--- config.mk ---
export PLATFORM = sky130hd
export DESIGN_NAME = booth_product_serializer
export DESIGN_NICKNAME = d
export VERILOG_FILES = /design/src/rtl/booth_product_serializer.sv
export SDC_FILE = /design/constraint.sdc
export NUM_CORES = 1
export LEC_CHECK = 0
export BUFFER_PORTS_ARGS = -buffer_cell sky130_fd_sc_hd__buf_4
export CELL_PAD_IN_SITES_DETAIL_PLACEMENT = 0
export CELL_PAD_IN_SITES_GLOBAL_PLACEMENT = 1
export CORE_MARGIN = 2
export CORE_UTILIZATION = 34
export CTS_CLUSTER_DIAMETER = 30
export DETAILED_ROUTE_END_ITERATION = 12
export PLACE_DENSITY_LB_ADDON = 0.25
export SLEW_MARGIN = 10
export SYNTH_ARGS = -nofsm -noshare
export SYNTH_HDL_FRONTEND = slang
export SYNTH_SLANG_ARGS = --single-unit
--- constraint.sdc ---
create_clock -name clk -period 0.9 [get_ports clk]
set_input_delay 0.225 -clock clk [delete_from_list [all_inputs] [get_ports clk]]
set_output_delay 0.225 -clock clk [all_outputs]
set_load 0.01 [all_outputs]
--- src/rtl/booth_product_serializer.sv ---
// Parallel-load, LSB-first serializer for the Booth product register, with a valid/ready output.
// Optional trailing even-parity beat when BOOTH_SER_PARITY_EN is defined.
//
// Handshake: a beat transfers on a rising edge where ser_valid && ser_ready. While ser_valid
// is high and ser_ready is low, ser_out and ser_valid stay unchanged.
module booth_product_serializer #(
    parameter int WIDTH = 6
) (
    input  logic             clk,
    input  logic             rst,
    input  logic             load,
    input  logic [WIDTH-1:0] D,
    output logic             busy,
    output logic             ser_out,
    output logic             ser_valid,
    input  logic             ser_ready,
    output logic             done,
    output logic [1:0]       dbg_state
);

    localparam int CNT_W = $clog2(WIDTH + 1);

`ifdef BOOTH_SER_PARITY_EN
    typedef enum logic [1:0] {
        ST_IDLE   = 2'd0,
        ST_SEND   = 2'd1,
        ST_PARITY = 2'd2
    } state_t;
`else
    typedef enum logic [1:0] {
        ST_IDLE = 2'd0,
        ST_SEND = 2'd1
    } state_t;
`endif

    state_t             r_state;
    logic [WIDTH-1:0]   r_shreg;
    logic [CNT_W-1:0]   r_cnt;
    logic               r_busy;
    logic               r_ser_valid;
    logic               r_done;

    state_t             w_state_n;
    logic [WIDTH-1:0]   w_shreg_n;
    logic [CNT_W-1:0]   w_cnt_n;
    logic               w_busy_n;
    logic               w_ser_valid_n;
    logic               w_done_n;
    logic               w_accept;
    logic               w_last;

`ifdef BOOTH_SER_PARITY_EN
    logic               r_parity;
    logic               w_parity_n;
`endif

    assign w_accept = r_ser_valid && ser_ready;
    assign w_last   = (r_cnt == CNT_W'(WIDTH - 1));

    always_ff @(posedge clk) begin
        if (rst) begin
            r_state     <= ST_IDLE;
            r_shreg     <= '0;
            r_cnt       <= '0;
            r_busy      <= 1'b0;
            r_ser_valid <= 1'b0;
            r_done      <= 1'b0;
`ifdef BOOTH_SER_PARITY_EN
            r_parity    <= 1'b0;
`endif
        end else begin
            r_state     <= w_state_n;
            r_shreg     <= w_shreg_n;
            r_cnt       <= w_cnt_n;
            r_busy      <= w_busy_n;
            r_ser_valid <= w_ser_valid_n;
            r_done      <= w_done_n;
`ifdef BOOTH_SER_PARITY_EN
            r_parity    <= w_parity_n;
`endif
        end
    end

    always_comb begin
        w_state_n     = r_state;
        w_shreg_n     = r_shreg;
        w_cnt_n       = r_cnt;
        w_busy_n      = r_busy;
        w_ser_valid_n = r_ser_valid;
        w_done_n      = 1'b0;
`ifdef BOOTH_SER_PARITY_EN
        w_parity_n    = r_parity;
`endif
        case (r_state)
            ST_IDLE: begin
                w_busy_n      = 1'b0;
                w_ser_valid_n = 1'b0;
                if (load) begin
                    w_state_n     = ST_SEND;
                    w_shreg_n     = D;
                    w_cnt_n       = '0;
                    w_busy_n      = 1'b1;
                    w_ser_valid_n = 1'b1;
`ifdef BOOTH_SER_PARITY_EN
                    w_parity_n    = ^D;
`endif
                end
            end
            ST_SEND: begin
                if (w_accept) begin
                    // After the last data shift the register is all zeros, so ser_out idles low.
                    w_shreg_n = r_shreg >> 1;
                    w_cnt_n   = r_cnt + 1'b1;
                    if (w_last) begin
`ifdef BOOTH_SER_PARITY_EN
                        w_state_n = ST_PARITY;
                        w_shreg_n = WIDTH'(r_parity);
`else
                        w_state_n     = ST_IDLE;
                        w_busy_n      = 1'b0;
                        w_ser_valid_n = 1'b0;
                        w_done_n      = 1'b1;
`endif
                    end
                end
            end
`ifdef BOOTH_SER_PARITY_EN
            ST_PARITY: begin
                if (w_accept) begin
                    w_state_n     = ST_IDLE;
                    w_shreg_n     = '0;
                    w_busy_n      = 1'b0;
                    w_ser_valid_n = 1'b0;
                    w_done_n      = 1'b1;
                end
            end
`endif
            default: begin
                w_state_n     = ST_IDLE;
                w_busy_n      = 1'b0;
                w_ser_valid_n = 1'b0;
            end
        endcase
    end

    assign busy      = r_busy;
    assign ser_out   = r_shreg[0];
    assign ser_valid = r_ser_valid;
    assign done      = r_done;
    assign dbg_state = r_state;

endmodule
Word-level counts from Yosys, hierarchy flattened
Index checks and enable logic that the tools add are counted.
{ "word_totals": {"in_bits": 10, "regBits": 13, "word_cells": 35} }
{ "classes": {"eq_ne": 5, "bitwise_logic": 2, "reduce_logical": 7, "add_sub_neg": 1, "mux": 15} }
{ "op_table": {"columns": ["op", "n"], "rows": [
  ["$mux W6", 2],
  ["$pmux W6 S2", 1],
  ["$mux W2", 3],
  ["$mux W3", 2],
  ["$ne A2 B2 Y1 const B", 3],
  ["$pmux W3 S2", 1],
  ["$reduce_and A3 Y1", 2],
  ["$mux W1", 4],
  ["$pmux W2 S2", 1],
  ["$add A3 B1 Y3 const B", 1],
  ["$eq A3 B3 Y1 const B", 1],
  ["$reduce_or A3 Y1", 1],
  ["$eq A2 B1 Y1 const B", 1],
  ["$logic_not A2 Y1", 1],
  ["$not A1 Y1", 2],
  ["$pmux W1 S2", 1],
  ["$reduce_and A2 Y1", 1],
  ["$reduce_bool A2 Y1", 1],
  ["$logic_and A1 B1 Y1", 1]
]} }

Logic depth before layout (Yosys ltp)
{ "depth": {"word_depth": 4, "depth_mapped": 5, "ltp_nobuf": 5} }

Least setup slack after synthesis
No wires, ideal clock.
{ "synth_path": {"path_type": "register to register", "startpoint": "register r_ser_valid (netlist: ser_valid)", "endpoint": "register r_shreg[0]", "arrival_time_ns": 0.979, "path_stages_with_launch": 5, "path_slack_ns": -0.158, "setup_ns": 0.079, "cell_sequence": "dfxtp_1 and3_1 buf_6 nor3_2 a211oi_2"} }
{ "synth_between": {"elab_chain_cells": 3} }
{ "synth_lines": {"columns": ["element", "line", "source"], "rows": [
  ["start: declaration", "40", "logic r_ser_valid;"],
  ["start signal: assignment", "76", "r_ser_valid <= w_ser_valid_n;"],
  ["$logic_and A1 B1 Y1", "57", "assign w_accept = r_ser_valid && ser_ready;"],
  ["$ne A2 B2 Y1 (no line)", null, null],
  ["$reduce_and A3 Y1 (no line)", null, null],
  ["end signal: assignment", "73", "r_shreg <= w_shreg_n;"],
  ["end: declaration", "37", "logic [WIDTH-1:0] r_shreg;"]
]} }
No other way between the ends.
A chain may end at the register's enable or synchronous reset.

Worst setup path after layout
{ "layout_path": {"startpoint": "register r_state[0] (netlist: dbg_state[0])", "endpoint": "output dbg_state[0]"} }
{ "layout_lines": {"columns": ["element", "line", "source"], "rows": [
  ["start: declaration", "36", "state_t r_state;"],
  ["start signal: assignment", "72", "r_state <= w_state_n;"],
  ["end: declaration", "18", "output logic [1:0] dbg_state"]
]} }
No word-level cell between the ends.

==> flow_summary.toml <==
[sta]
grt_setup_unrepaired = "yes"
skew_ns = 0.00682
setup_violations = 16
clock.fmax_mhz = 921
final_max_slew_viol_count = 0
post-route-min-period_ns = 1.09
worst_slack_ns = -0.186
period_share = 1.21
hold_violations = 0

[run_status]
violations = "negative setup slack"
outcome = "finished, violations left"

[power_and_ir_drop]
vdd_ir_drop_max_uv = 941
finalPower_w = 0.00125
power.density_nw_per_um2 = 1250
p_leak_nw = 0.388

[detailed_routing]
antenna_left = 0
vias_per_cell = 4.99
dr.max_layer_used = "met4"
wl_per_cell_um = 12.8
vias = 559
wl_met2_um = 707
drtIter0Drc = 5
wl_met1_um = 613
drt_first_pass_iters = 3
drt-total-wl_um = 1430
dr_wl_met3_um = 85
drc = 0

[die]
core_area_um2 = 1730
io_pins = 16
initial_core_util = 0.362
rows = 15
dieArea_um2 = 2200
fp.dieH_um = 46.9
die_x_um = 46.9

[synth]
avgSynthCellArea_um2 = 10.1
synth_flop_cell = "dfxtp_1"
synth-edff-count = 0
ys_warn_count = 0
synth_cell_types = 23
syn_area_um2 = 626
syn-num-nets = 74
yosysSeqAreaShare = 0.384
synthCells = 62
async_flop_share = 0
ys_ff_latch = 12

[cts]
clk_latency_ns = 0.27
htree_levels = 1
root_buffer = "clkbuf_4"
clockBufferDepth = 2
cts.clk_slew.worst_paths_ns = 0.08
cts_buffers = 3
cts_tree = "built"
hold_buffers = 0
numClockSinks = 12

[finish]
final_nets = 100
area_growth_pct = 59.8
layoutNonFillerInstCount = 112
drive_gt1_frac = 0.713
antenna_cells = 0

[worst_hold_path]
hold_path_depth = 3
hp-class = "input port to flop"
hold_start = "D[5]"
holdPathEnd = "r_shreg[5]"

[setup_path]
reg2reg_from = "dbg_state[0]"
critPathRequiredTime_ns = 0.67
path_max_fanout = 3
startpoint = "dbg_state[0]"
cp_common_cell = "buf_6"
rr_endpoint = "r_shreg[3]"
ff2ff_setup_slack_ns = -0.17
slowest_stage = "dfxtp_4"
ff2ff_path_depth = 5
cp_cell_sequence = "buf_6 -> buf_6"
crit_type = "flop to primary output"
end_kind = "primary output"
critPathLaunchType = "flop"
arrival_ns = 0.86
timing.critical_path.slowest_cell_delay_ns = 0.36

[global_route]
grt_usage = 0.155
first_global_vias = 531
grt_antenna_before_repair = 0
grt_pass1_wl_um = 2260
grt_max_degree = 13
overflow = 0

[placed_design]
io_buffers = 14
place_hpwl_um = 884
place.gp.congestion = 0.708
dp.cells = 100

[run]
drv_cap = 0
-- timing repair --
action                     CTS  global route
setup endpoints to repair   16            17
resized for setup           19            14
pin swaps                    8             5
buffers inserted             7             1
-- layer usage --
metal  global-route usage  up-vias
li1                     -      271
met1                0.167      269
met2                0.249       17
met3               0.0731        2
met4               0.0833        0
met5                    0        -
-- where the power goes --
group          switching, W  leakage, nW  internal [W]
Combinational      0.000139        0.272      0.000177
Clock              0.000177       0.0150      0.000172
Sequential        0.0000266        0.102      0.000560
Total              0.000343        0.388      0.000908
-- Yosys cell counts (2+ instances only) --
cell type  instances  area share
mux2i_1            5       0.080
nand2b_1           3       0.030
nor3_2             6       0.096
ha_1               2       0.040
a21oi_1            4       0.032
nand2_1            3       0.018
dfxtp_1           12        0.38
a211oi_2           5        0.10
buf_4              4       0.048
nand3_1            5       0.040
-- worst max-delay path: cells and delay by family, from the launching register on --
| family | cells | cell delay [ns] |
|---|---|---|
| buf+inv | 2 | 0.23 |
| flops | 1 | 0.36 |
-- cells by family (layout without fill, tap and decap cells) --
logic type,Yosys count,after routing,share of synthesized area
flip-flops,12,12,0.384
multiplexers,5,5,0.0800
buffers and inverters,7,32,0.0800
XOR/XNOR,1,1,0.0140
other,1,1,0.00599
adder cells (fa/ha/maj),2,2,0.0400
AO/OA/AOI/OAI,10,10,0.142
AND/OR/NAND/NOR,24,24,0.254
-- metrics by stage --
stage | instance area (µm²) | TNS [ns] | setup WS [ns] | utilization | hold WS [ns]
finish | 1000 | -1.85 | -0.186 | 0.579 | 0.219
global route | 1000 | -2.66 | -0.225 | 0.579 | 0.200
CTS | 932 | -1.88 | -0.194 | 0.540 | 0.203
detailed placement | 779 | -0.628 | -0.0935 | 0.451 | 0.457
global placement | 779 | -0.664 | -0.109 | 0.451 | 0.455
floorplan | 659 | -0.216 | -0.0339 | - | 0.295
-- flip-flops by register name, indices dropped and copies added, names as in the netlist --
| register | flops |
|---|---|
| done | 1 |
| dbg_state | 1 |
| r_shreg | 6 |
| ser_valid | 1 |
| r_cnt | 3 |
-- cell type report --
cell class | count | area [µm²]
clock buffers | 4 | 26.3
fillers | 159 | 727
inverters | 1 | 3.75
multi-input cells | 43 | 442
flip-flops and latches | 12 | 253
well taps | 25 | 31.3
repair buffers | 27 | 244
-- worst max-delay path by stage --
| stage | end | slack [ns] | cells past startpoint |
|---|---|---|---|
| detailed placement | r_shreg[3] | -0.09 | 5 |
| floorplan | r_shreg[1] | -0.03 | 4 |
| CTS | dbg_state[0] | -0.19 | 2 |
| global placement | ser_valid | -0.11 | 5 |
| finish | dbg_state[0] | -0.19 | 2 |
| global route | dbg_state[0] | -0.22 | 2 |
-- layout by cell type (no fill, tap or decap), types with 2 or more instances in the layout --
cell type,count
clkbuf_4,3
nand3_4,2
a21oi_2,2
mux2i_1,5
buf_4,17
nand2_1,2
nor3_2,5
dfxtp_1,6
nand2_4,2
nand2b_1,2
nand3_2,2
a211oi_2,5
dfxtp_4,2
a21oi_1,2
dfxtp_2,4
nand3_1,2
buf_6,9
nor3_4,2
Power figures use the tool's default switching activity.
